<file path="config.mk">
export PLATFORM = sky130hd
export DESIGN_NAME = dmem_arbiter_flat
export DESIGN_NICKNAME = d
export VERILOG_FILES = /design/src/rtl/dmem_pkg.sv /design/src/rtl/dmem_arbiter_if.sv /design/src/rtl/dmem_arb_pick.sv /design/src/rtl/dmem_arbiter.sv /design/src/flat_wrapper.sv
export SDC_FILE = /design/constraint.sdc
export NUM_CORES = 1
export LEC_CHECK = 0
export ABC_CLOCK_PERIOD_IN_PS = 3400
export CORE_MARGIN = 8
export CORE_UTILIZATION = 30
export DETAILED_ROUTE_END_ITERATION = 7
export PLACE_DENSITY_LB_ADDON = 0.15
export SYNTH_ARGS = -nofsm -noshare
export SYNTH_HDL_FRONTEND = slang
export SYNTH_HIERARCHICAL = 1
export SYNTH_SLANG_ARGS = --single-unit
</file>
<file path="constraint.sdc">
create_clock -name i_clk -period 3.4 [get_ports i_clk]
set_input_delay 0.68 -clock i_clk [delete_from_list [all_inputs] [get_ports i_clk]]
set_output_delay 0.68 -clock i_clk [all_outputs]
set_load 0.05 [all_outputs]
</file>
<file path="src/rtl/dmem_pkg.sv">
// rtl/dmem_pkg.sv - shared state, funct3 and command types for the dmem arbiter
package dmem_pkg;

  // Arbiter sequencing: accept in IDLE, drive dmem in ACCESS, pulse response in RESP
  typedef enum logic [1:0] {
    IDLE   = 2'd0,
    ACCESS = 2'd1,
    RESP   = 2'd2
  } state_e;

  localparam logic [2:0] F3_LB  = 3'd0;
  localparam logic [2:0] F3_LH  = 3'd1;
  localparam logic [2:0] F3_LW  = 3'd2;
  localparam logic [2:0] F3_LBU = 3'd4;
  localparam logic [2:0] F3_LHU = 3'd5;
  localparam logic [2:0] F3_SB  = 3'd0;
  localparam logic [2:0] F3_SH  = 3'd1;
  localparam logic [2:0] F3_SW  = 3'd2;

  // Command captured on accept and replayed to dmem during ACCESS
  typedef struct packed {
    logic [31:0] addr;
    logic        we;
    logic [31:0] wdata;
    logic [2:0]  funct3;
    logic        owner;
    logic        err;
  } mem_cmd_t;

endpackage

</file>
<file path="src/rtl/dmem_arbiter_if.sv">
// rtl/dmem_arbiter_if.sv - requester and dmem signal bundle for the dmem arbiter
interface dmem_arbiter_if #(
  parameter int ADDR_W = 32
);
  logic              i_p0_valid;
  logic              i_p1_valid;
  logic              o_p0_ready;
  logic              o_p1_ready;
  logic [ADDR_W-1:0] i_p0_addr;
  logic [ADDR_W-1:0] i_p1_addr;
  logic              i_p0_we;
  logic              i_p1_we;
  logic [31:0]       i_p0_wdata;
  logic [31:0]       i_p1_wdata;
  logic [2:0]        i_p0_funct3;
  logic [2:0]        i_p1_funct3;
  logic              o_p0_rsp_valid;
  logic              o_p1_rsp_valid;
  logic [31:0]       o_rsp_rdata;
  logic              o_rsp_err;
  logic [31:0]       o_mem_addr;
  logic              o_mem_wren;
  logic              o_mem_rden;
  logic              o_mem_en;
  logic [31:0]       o_mem_wdata;
  logic [2:0]        o_mem_funct3;
  logic [31:0]       i_mem_rdata;

  modport slave (
    input  i_p0_valid, i_p1_valid, i_p0_addr, i_p1_addr, i_p0_we, i_p1_we,
    input  i_p0_wdata, i_p1_wdata, i_p0_funct3, i_p1_funct3, i_mem_rdata,
    output o_p0_ready, o_p1_ready, o_p0_rsp_valid, o_p1_rsp_valid,
    output o_rsp_rdata, o_rsp_err, o_mem_addr, o_mem_wren, o_mem_rden,
    output o_mem_en, o_mem_wdata, o_mem_funct3
  );

  modport master (
    output i_p0_valid, i_p1_valid, i_p0_addr, i_p1_addr, i_p0_we, i_p1_we,
    output i_p0_wdata, i_p1_wdata, i_p0_funct3, i_p1_funct3, i_mem_rdata,
    input  o_p0_ready, o_p1_ready, o_p0_rsp_valid, o_p1_rsp_valid,
    input  o_rsp_rdata, o_rsp_err, o_mem_addr, o_mem_wren, o_mem_rden,
    input  o_mem_en, o_mem_wdata, o_mem_funct3
  );
endinterface

</file>
<file path="src/rtl/dmem_arb_pick.sv">
// rtl/dmem_arb_pick.sv - two-way winner select; on a tie the port not granted last wins
module dmem_arb_pick (
  input  logic i_valid0,
  input  logic i_valid1,
  input  logic i_last_grant,
  output logic o_any,
  output logic o_winner
);

  // A lone requester always wins; a tie goes to the opposite of the last grant
  always_comb begin
    o_any    = i_valid0 | i_valid1;
    o_winner = 1'b0;
    if (i_valid0 && i_valid1) begin
      o_winner = ~i_last_grant;
    end else if (i_valid1) begin
      o_winner = 1'b1;
    end
  end

endmodule

</file>
<file path="src/rtl/dmem_arbiter.sv">
// rtl/dmem_arbiter.sv - two-port dmem arbiter, 3-cycle access; DMEM_ARB_RR_EN enables round-robin ties
module dmem_arbiter
  import dmem_pkg::*;
#(
  parameter int MEM_WORDS = 2048,
  parameter int ADDR_W    = 32
) (
  input  logic           i_clk,
  input  logic           i_rst_n,
  dmem_arbiter_if.slave  bus
);

  localparam logic [ADDR_W:0] ADDR_LIMIT = (ADDR_W + 1)'(MEM_WORDS * 4);

  state_e      state_q, state_d;
  mem_cmd_t    cmd_q, cmd_d;
  logic [31:0] rdata_q, rdata_d;

  logic              win_any;
  logic              win_port;
  logic              last_grant;
  logic              accept;
  logic [ADDR_W-1:0] sel_addr;

`ifdef DMEM_ARB_RR_EN
  logic last_grant_q, last_grant_d;
  assign last_grant = last_grant_q;
`else
  // Pretending port 1 was granted last makes port 0 win every tie
  assign last_grant = 1'b1;
`endif

  dmem_arb_pick u_pick (
    .i_valid0     (bus.i_p0_valid),
    .i_valid1     (bus.i_p1_valid),
    .i_last_grant (last_grant),
    .o_any        (win_any),
    .o_winner     (win_port)
  );

  // Ready only in IDLE for the winner; held low while reset is asserted
  always_comb begin
    bus.o_p0_ready = i_rst_n && (state_q == IDLE) && win_any && !win_port;
    bus.o_p1_ready = i_rst_n && (state_q == IDLE) && win_any &&  win_port;
    accept         = bus.o_p0_ready || bus.o_p1_ready;
    sel_addr       = win_port ? bus.i_p1_addr : bus.i_p0_addr;
  end

  // Next state, command capture on accept, read-data capture at the end of ACCESS
  always_comb begin
    state_d = state_q;
    cmd_d   = cmd_q;
    rdata_d = rdata_q;
`ifdef DMEM_ARB_RR_EN
    last_grant_d = last_grant_q;
`endif
    case (state_q)
      IDLE: begin
        if (accept) begin
          state_d      = ACCESS;
          cmd_d.addr   = 32'(sel_addr);
          cmd_d.we     = win_port ? bus.i_p1_we     : bus.i_p0_we;
          cmd_d.wdata  = win_port ? bus.i_p1_wdata  : bus.i_p0_wdata;
          cmd_d.funct3 = win_port ? bus.i_p1_funct3 : bus.i_p0_funct3;
          cmd_d.owner  = win_port;
          cmd_d.err    = ({1'b0, sel_addr} >= ADDR_LIMIT);
`ifdef DMEM_ARB_RR_EN
          last_grant_d = win_port;
`endif
        end
      end
      ACCESS: begin
        state_d = RESP;
        rdata_d = (cmd_q.we || cmd_q.err) ? 32'd0 : bus.i_mem_rdata;
      end
      RESP: begin
        state_d = IDLE;
      end
      default: begin
        state_d = IDLE;
      end
    endcase
  end

  // State and command registers; reset drops any in-flight access
  always_ff @(posedge i_clk or negedge i_rst_n) begin
    if (!i_rst_n) begin
      state_q <= IDLE;
      cmd_q   <= '0;
      rdata_q <= '0;
    end else begin
      state_q <= state_d;
      cmd_q   <= cmd_d;
      rdata_q <= rdata_d;
    end
  end

`ifdef DMEM_ARB_RR_EN
  // Last-grant pointer starts at port 1 so port 0 wins the first tie
  always_ff @(posedge i_clk or negedge i_rst_n) begin
    if (!i_rst_n) begin
      last_grant_q <= 1'b1;
    end else begin
      last_grant_q <= last_grant_d;
    end
  end
`endif

  // Strobes only in ACCESS for in-range commands; address/data hold between accesses
  always_comb begin
    bus.o_mem_en       = (state_q == ACCESS) && !cmd_q.err;
    bus.o_mem_wren     = bus.o_mem_en &&  cmd_q.we;
    bus.o_mem_rden     = bus.o_mem_en && !cmd_q.we;
    bus.o_mem_addr     = cmd_q.addr;
    bus.o_mem_wdata    = cmd_q.wdata;
    bus.o_mem_funct3   = cmd_q.funct3;
    bus.o_p0_rsp_valid = (state_q == RESP) && !cmd_q.owner;
    bus.o_p1_rsp_valid = (state_q == RESP) &&  cmd_q.owner;
    bus.o_rsp_rdata    = rdata_q;
    bus.o_rsp_err      = cmd_q.err;
  end

endmodule

</file>
<file path="src/flat_wrapper.sv">
// flat-port wrapper written by rule: the top's interface ports become plain ports
module dmem_arbiter_flat import dmem_pkg::*;
#(
  parameter int MEM_WORDS = 2048,
  parameter int ADDR_W    = 32
)
  (i_clk, i_rst_n, bus_i_p0_valid, bus_i_p1_valid, bus_i_p0_addr, bus_i_p1_addr, bus_i_p0_we, bus_i_p1_we, bus_i_p0_wdata, bus_i_p1_wdata, bus_i_p0_funct3, bus_i_p1_funct3, bus_i_mem_rdata, bus_o_p0_ready, bus_o_p1_ready, bus_o_p0_rsp_valid, bus_o_p1_rsp_valid, bus_o_rsp_rdata, bus_o_rsp_err, bus_o_mem_addr, bus_o_mem_wren, bus_o_mem_rden, bus_o_mem_en, bus_o_mem_wdata, bus_o_mem_funct3);
  dmem_arbiter_if #(.ADDR_W(ADDR_W)) bus_i ();
  input  logic i_clk;
  input  logic i_rst_n;
  input wire logic [$bits(bus_i.i_p0_valid)-1:0] bus_i_p0_valid;
  input wire logic [$bits(bus_i.i_p1_valid)-1:0] bus_i_p1_valid;
  input wire logic [$bits(bus_i.i_p0_addr)-1:0] bus_i_p0_addr;
  input wire logic [$bits(bus_i.i_p1_addr)-1:0] bus_i_p1_addr;
  input wire logic [$bits(bus_i.i_p0_we)-1:0] bus_i_p0_we;
  input wire logic [$bits(bus_i.i_p1_we)-1:0] bus_i_p1_we;
  input wire logic [$bits(bus_i.i_p0_wdata)-1:0] bus_i_p0_wdata;
  input wire logic [$bits(bus_i.i_p1_wdata)-1:0] bus_i_p1_wdata;
  input wire logic [$bits(bus_i.i_p0_funct3)-1:0] bus_i_p0_funct3;
  input wire logic [$bits(bus_i.i_p1_funct3)-1:0] bus_i_p1_funct3;
  input wire logic [$bits(bus_i.i_mem_rdata)-1:0] bus_i_mem_rdata;
  output wire logic [$bits(bus_i.o_p0_ready)-1:0] bus_o_p0_ready;
  output wire logic [$bits(bus_i.o_p1_ready)-1:0] bus_o_p1_ready;
  output wire logic [$bits(bus_i.o_p0_rsp_valid)-1:0] bus_o_p0_rsp_valid;
  output wire logic [$bits(bus_i.o_p1_rsp_valid)-1:0] bus_o_p1_rsp_valid;
  output wire logic [$bits(bus_i.o_rsp_rdata)-1:0] bus_o_rsp_rdata;
  output wire logic [$bits(bus_i.o_rsp_err)-1:0] bus_o_rsp_err;
  output wire logic [$bits(bus_i.o_mem_addr)-1:0] bus_o_mem_addr;
  output wire logic [$bits(bus_i.o_mem_wren)-1:0] bus_o_mem_wren;
  output wire logic [$bits(bus_i.o_mem_rden)-1:0] bus_o_mem_rden;
  output wire logic [$bits(bus_i.o_mem_en)-1:0] bus_o_mem_en;
  output wire logic [$bits(bus_i.o_mem_wdata)-1:0] bus_o_mem_wdata;
  output wire logic [$bits(bus_i.o_mem_funct3)-1:0] bus_o_mem_funct3;
  assign bus_i.i_p0_valid = bus_i_p0_valid;
  assign bus_i.i_p1_valid = bus_i_p1_valid;
  assign bus_i.i_p0_addr = bus_i_p0_addr;
  assign bus_i.i_p1_addr = bus_i_p1_addr;
  assign bus_i.i_p0_we = bus_i_p0_we;
  assign bus_i.i_p1_we = bus_i_p1_we;
  assign bus_i.i_p0_wdata = bus_i_p0_wdata;
  assign bus_i.i_p1_wdata = bus_i_p1_wdata;
  assign bus_i.i_p0_funct3 = bus_i_p0_funct3;
  assign bus_i.i_p1_funct3 = bus_i_p1_funct3;
  assign bus_i.i_mem_rdata = bus_i_mem_rdata;
  assign bus_o_p0_ready = bus_i.o_p0_ready;
  assign bus_o_p1_ready = bus_i.o_p1_ready;
  assign bus_o_p0_rsp_valid = bus_i.o_p0_rsp_valid;
  assign bus_o_p1_rsp_valid = bus_i.o_p1_rsp_valid;
  assign bus_o_rsp_rdata = bus_i.o_rsp_rdata;
  assign bus_o_rsp_err = bus_i.o_rsp_err;
  assign bus_o_mem_addr = bus_i.o_mem_addr;
  assign bus_o_mem_wren = bus_i.o_mem_wren;
  assign bus_o_mem_rden = bus_i.o_mem_rden;
  assign bus_o_mem_en = bus_i.o_mem_en;
  assign bus_o_mem_wdata = bus_i.o_mem_wdata;
  assign bus_o_mem_funct3 = bus_i.o_mem_funct3;
  dmem_arbiter #(.MEM_WORDS(MEM_WORDS), .ADDR_W(ADDR_W)) u_core (.i_clk(i_clk), .i_rst_n(i_rst_n), .bus(bus_i));
endmodule
</file>
==> qor.csv, run 1 <==
metric;value;unit
postRouteAntennaNets;0;
crit_slowest_cell;clkdlybuf4s50_1;
clk_pin_slew_worst_paths;0.07;ns
hold_path_class;primary input to async pin;
clock.fmax;380;MHz
synth_ff_type;dfrtp_1;
final.period_utilization;77.4;%
place_ws;0.735;ns
drc;0;
setup_violations;0;
max_stage_delay;0.52;ns
netlist_area;5030;um^2
cts_tree;done;
dpl.hpwl;12700;um
synth_edf_count;0;
coreArea;16500;um^2
grt_pass1_wl;25200;um
drv_slew;0;
dp.cells;879;
slew_headroom;46.3;%
yosysMostFrequentCell;dfrtp_1;
yosys.area.top_type;dfrtp_1;
synth_top_area_share;51.7;%
io_buffers;278;
place_area;7560;um^2
yosysWarnings;6;
cts.sinks;104;
p_per_area;554;nW/um^2
crit-reg2reg-launch;u_core/state_q[1];
cp.required;2.72;ns
finish.net_count;842;
die_w;146;um
worst_pin_slew;0.806;ns
avgSynthCellArea;10.7;um^2
rsz0062_at_grt;false;
synthesis.instances;471;
clockRootBuffer;clkbuf_16;
place_congestion;0.768;
synthArstFlopShare;100;%
holdWs;0.425;ns
grt_pass1_vias;4292;
cts_htree_levels;3;
wl_per_cell;18.4;um
fin_setup_tns;0;ns
ir_worst_vdd;0.244;mV
final_core_util;47.8;%
ys_seq_area_share;51.7;%
p_leak;3.26;nW
gr-usage-all-layers;15.2;%
ctsHoldBuffers;0;
hold_violations;0;
syn_to_final_growth;56.4;%
cts_buffers;9;
endpoint_kind;primary output;
start_util;30.6;%
fp.dieArea;21200;um^2
vias;4035;
drt_iter0_drc;197;
outcome;completed;
first_pass_iters;4;
ff2ff_path_depth;5;
design_area;7870;um^2
synth_common_cells;104 x dfrtp_1, 70 x buf_4, 70 x nor2_1, 69 x a21oi_1, 68 x mux2i_1;
path_cells;clkdlybuf4s50_1 -> or2_1 -> nand2_1 -> nor3_4 -> and2_1 -> buf_12;
ctsResizeCount;0;
num_io_pins;279;
gr-total-overflow;0;
antenna_found_initial;1;
antenna_cells;0;
synth_nets;643;
synthTopCellsByArea;dfrtp_1 52%, mux2i_1 14%, buf_4 10%;
worstSetupPathType;primary input to primary output;
die_h;146;um
layout_setup_ws;0.768;ns
ctsLongestPathBuffers;2;
cp_max_fo;2;
cp-start-kind;primary input;
wirelength;16500;um
finalClockSkew;0.0112;ns
cp.arrival;1.95;ns
postCtsSetupBuffers;0;
rows;47;
synth-seq-cells;104;
max_cap_violations;0;
reg2reg_setup_slack;1.33;ns
fin_crit;2.63;ns
viasPerCell;4.51;
timing.rr.end;u_core/bus.o_rsp_rdata[24];
ys_types;29;
drive_above_1_share;4.89;%
clock_latency;0.35;ns
fin_cells;895;
grt_start_max_net_pins;141;
power;4.36;mW
[placed cells by master (no fill, tap or decap), types with 2 or more instances in the layout]
| cell type | Yosys | routed |
|---|---|---|
| a21oi_1 | 69 | 69 |
| a22o_1 | 32 | 32 |
| and2_1 | 2 | 2 |
| buf_12 | 0 | 5 |
| buf_4 | 70 | 8 |
| clkbuf_16 | 0 | 9 |
| clkdlybuf4s50_1 | 0 | 272 |
| clkinv_2 | 0 | 2 |
| clkinv_4 | 0 | 2 |
| dfrtp_1 | 104 | 104 |
| mux2i_1 | 68 | 68 |
| nand2_1 | 4 | 4 |
| nor2_1 | 70 | 70 |
| nor3_4 | 1 | 2 |
| nor4_1 | 8 | 7 |
[logic make-up (layout without fill, tap and decap cells)]
group / after synthesis / in the layout / synth area share (%)
AND/OR/NAND/NOR: 94 / 94 / 8.48
buffers and inverters: 98 / 302 / 13.0
other: 1 / 1 / 0.0745
AO/OA/AOI/OAI: 105 / 105 / 13.0
flip-flops: 104 / 104 / 51.7
multiplexers: 69 / 69 / 13.7
[registers in the layout, indices dropped and copies added (netlist names)]
name and cells:
u_core/bus.o_mem_wdata 32, u_core/bus.o_mem_funct3 3, u_core/state_q 2, u_core/cmd_q 2
u_core/bus.o_mem_addr 32, u_core/bus.o_rsp_err 1, u_core/bus.o_rsp_rdata 32
[area by class of cell]
class                           instances  area, um^2
Clock inverter                          6        66.3
Fill cell                            1537        8600
Timing Repair Buffer                  285        2880
Multi-Input combinational cell        269        1800
Sequential cell                       104        2600
Clock buffer                           10         239
Inverter                                1        3.75
Tap cell                              220         275
[per-layer routing]
metal  track usage (%)  wire length (um)  up-vias
li1                  -                 -     1969
met1              17.7              6850     1876
met2              25.4              8090      169
met3              5.19              1190       19
met4              5.78               311        2
met5                 0                13        -
[worst max-delay path by stage]
stage                     slack, ns         startpoint                    to
after floorplan                0.54     bus_i_p1_valid        bus_o_p0_ready
after global placement         0.75     bus_i_p1_valid  u_core/bus.o_rsp_err
after global routing           0.68  u_core/state_q[1]        bus_o_mem_rden
after detailed placement       0.73     bus_i_p1_valid  u_core/bus.o_rsp_err
after CTS                      0.75  u_core/state_q[0]    bus_o_p0_rsp_valid
final                          0.77     bus_i_p0_valid        bus_o_p1_ready
[report_power, final]
| part | internal [mW] | leakage, nW | switching [mW] | total [mW] |
|---|---|---|---|---|
| clock network | 0.594 | 0.153 | 0.471 | 1.06 |
| logic | 0.651 | 1.86 | 1.09 | 1.74 |
| registers | 1.44 | 1.24 | 0.117 | 1.55 |
[critical path, delay by kind of cell]
family | cells | cell delay (ns)
buf+inv | 2 | 0.67
simple gates | 4 | 0.61
No activity file was read; power rests on OpenSTA's default activity.
==> run 2, diff against run 1 <==
ABC_CLOCK_PERIOD_IN_PS = 2300   (was 3400)
clock period = 2.3 ns   (was 3.4 ns; I/O delays follow)
==> run 2 against run 1 <==
Clock power grew 39%. Utilization grew 0.52 points. Register-to-register slack lost 0.57 ns. First-iteration DRC count shrank 27%. Critical path depth is the same. Total power grew 46%. Sequential cell count is the same. Clock skew shrank 0.0054 ns. Worst setup slack lost 0.64 ns.
==> qor.csv, run 2 (synthesized netlist as in run 1, its figures left out) <==
metric;value;unit
rsz0062_at_grt;false;
layout_common_cells;270 x clkdlybuf4s50_1, 104 x dfrtp_1, 69 x nor2_1, 69 x a21oi_1, 68 x mux2i_1;
worst_pin_slew;0.724;ns
worstSetupPathType;primary input to primary output;
slew_headroom;51.7;%
num_io_pins;279;
crit_slowest_cell;clkdlybuf4s50_1;
outcome;completed;
io_buffers;278;
drc;0;
antenna_found_initial;0;
p_per_area;800;nW/um^2
clock.fmax;460;MHz
place_ws;-0.0191;ns
place_congestion;0.813;
drv_slew;0;
hold_violations;0;
max_stage_delay;0.52;ns
clk_pin_slew_worst_paths;0.07;ns
cp.arrival;1.72;ns
p_leak;3.29;nW
ir_worst_vdd;0.421;mV
cts_htree_levels;3;
path_cells;clkdlybuf4s50_1 -> or2_1 -> nand2_1 -> nor3_4 -> and2_4 -> buf_12;
cp_top_family;buffers and inverters;
vias;4046;
wirelength;16100;um
grt_pass1_vias;4376;
antenna_cells;0;
critPathCapture;bus_o_p1_ready;
die_h;146;um
ctsHoldBuffers;0;
clockRootBuffer;clkbuf_16;
critPathLaunch;bus_i_p0_valid;
rows;47;
layout_commonest_cell;clkdlybuf4s50_1;
fp.dieArea;21200;um^2
cp-start-kind;primary input;
reg2reg_setup_slack;0.76;ns
cts.sinks;104;
final.period_utilization;94.6;%
fin_setup_tns;0;ns
drt_iter0_drc;144;
ctsLongestPathBuffers;2;
path_buf_inv;2;
grt_pass1_wl;25000;um
finalClockSkew;0.00582;ns
worstSetupPathDepth;6;
gr-usage-all-layers;15.0;%
holdWs;0.267;ns
wl_per_cell;17.9;um
layout_setup_ws;0.124;ns
viasPerCell;4.49;
dpl.hpwl;12800;um
timing.rr.end;u_core/bus.o_rsp_rdata[23];
setup_violations;0;
first_pass_iters;4;
endpoint_kind;primary output;
coreArea;16500;um^2
crit-reg2reg-launch;u_core/state_q[1];
grt_start_max_net_pins;69;
start_util;30.6;%
ff2ff_path_depth;4;
postRouteAntennaNets;0;
gr-total-overflow;0;
cts_buffers;9;
fin_crit;2.18;ns
die_w;146;um
clock_latency;0.34;ns
cp_max_fo;2;
cp.required;1.84;ns
drive_above_1_share;6.31;%
cts_tree;done;
finish.net_count;848;
fill_cells;1514;
syn_to_final_growth;58.1;%
max_cap_violations;0;
hold_path_class;primary input to async pin;
run 2: metrics by stage:
stage / power, mW / std cells / area [um^2] / util, %
2_1_floorplan: 4.24 / 471 / 5050 / -
3_3_place_gp: 4.93 / 885 / 7660 / 46.6
6_report: 6.37 / 901 / 7960 / 48.3
4_1_cts: 6.48 / 901 / 7950 / 48.3
5_1_grt: 6.68 / 901 / 7960 / 48.3
3_5_place_dp: 4.96 / 885 / 7660 / 46.6
run 2: worst min-delay path by stage:
stage,depth (start not counted),to,startpoint,slack (ns)
final,2,u_core/bus.o_rsp_rdata[31],i_rst_n,0.27
after global routing,2,u_core/bus.o_rsp_rdata[18],i_rst_n,0.35
after CTS,2,u_core/bus.o_mem_wdata[14],i_rst_n,0.31
after detailed placement,1,u_core/bus.o_rsp_rdata[11],u_core/bus.o_rsp_rdata[11],0.49
after global placement,1,u_core/bus.o_rsp_rdata[31],u_core/bus.o_rsp_rdata[31],0.49
after floorplan,0,u_core/bus.o_mem_addr[0],i_rst_n,0.16
run 2: layout make-up:
| class | instances | area (um^2) | share of cell area [%] |
|---|---|---|---|
| Clock inverter | 6 | 48.8 | 0.613 |
| Sequential cell | 104 | 2600 | 32.7 |
| Tap cell | 220 | 275 | 3.46 |
| Clock buffer | 10 | 239 | 3.00 |
| Multi-Input combinational cell | 269 | 1810 | 22.8 |
| Inverter | 1 | 3.75 | 0.0472 |
| Timing Repair Buffer | 291 | 2970 | 37.4 |
run 2: routing by layer:
metal	GRT usage, %	wire, um
met5	0	0
met4	4.53	165
met3	4.48	1090
met2	25.4	7880
met1	18.0	6960
run 2: what timing repair did:
item,in CTS,in global routing
setup buffers,0,0
endpoints found under the hold margin,0,0
setup endpoints to repair,0,1
gates resized for setup,0,1
run 2: where the power goes:
group | total [mW] | leakage [nW] | switching, mW | internal (mW)
logic | 2.60 | 1.91 | 1.62 | 0.980
registers | 2.29 | 1.24 | 0.168 | 2.12
clock network | 1.47 | 0.137 | 0.696 | 0.778
==> run 3, diff against run 2 <==
ABC_CLOCK_PERIOD_IN_PS = default   (was 2300)
CAP_MARGIN = 40   (was default)
==> results of run 3 <==
No change in the layout: final DEF, timing and power equal those of run 2.
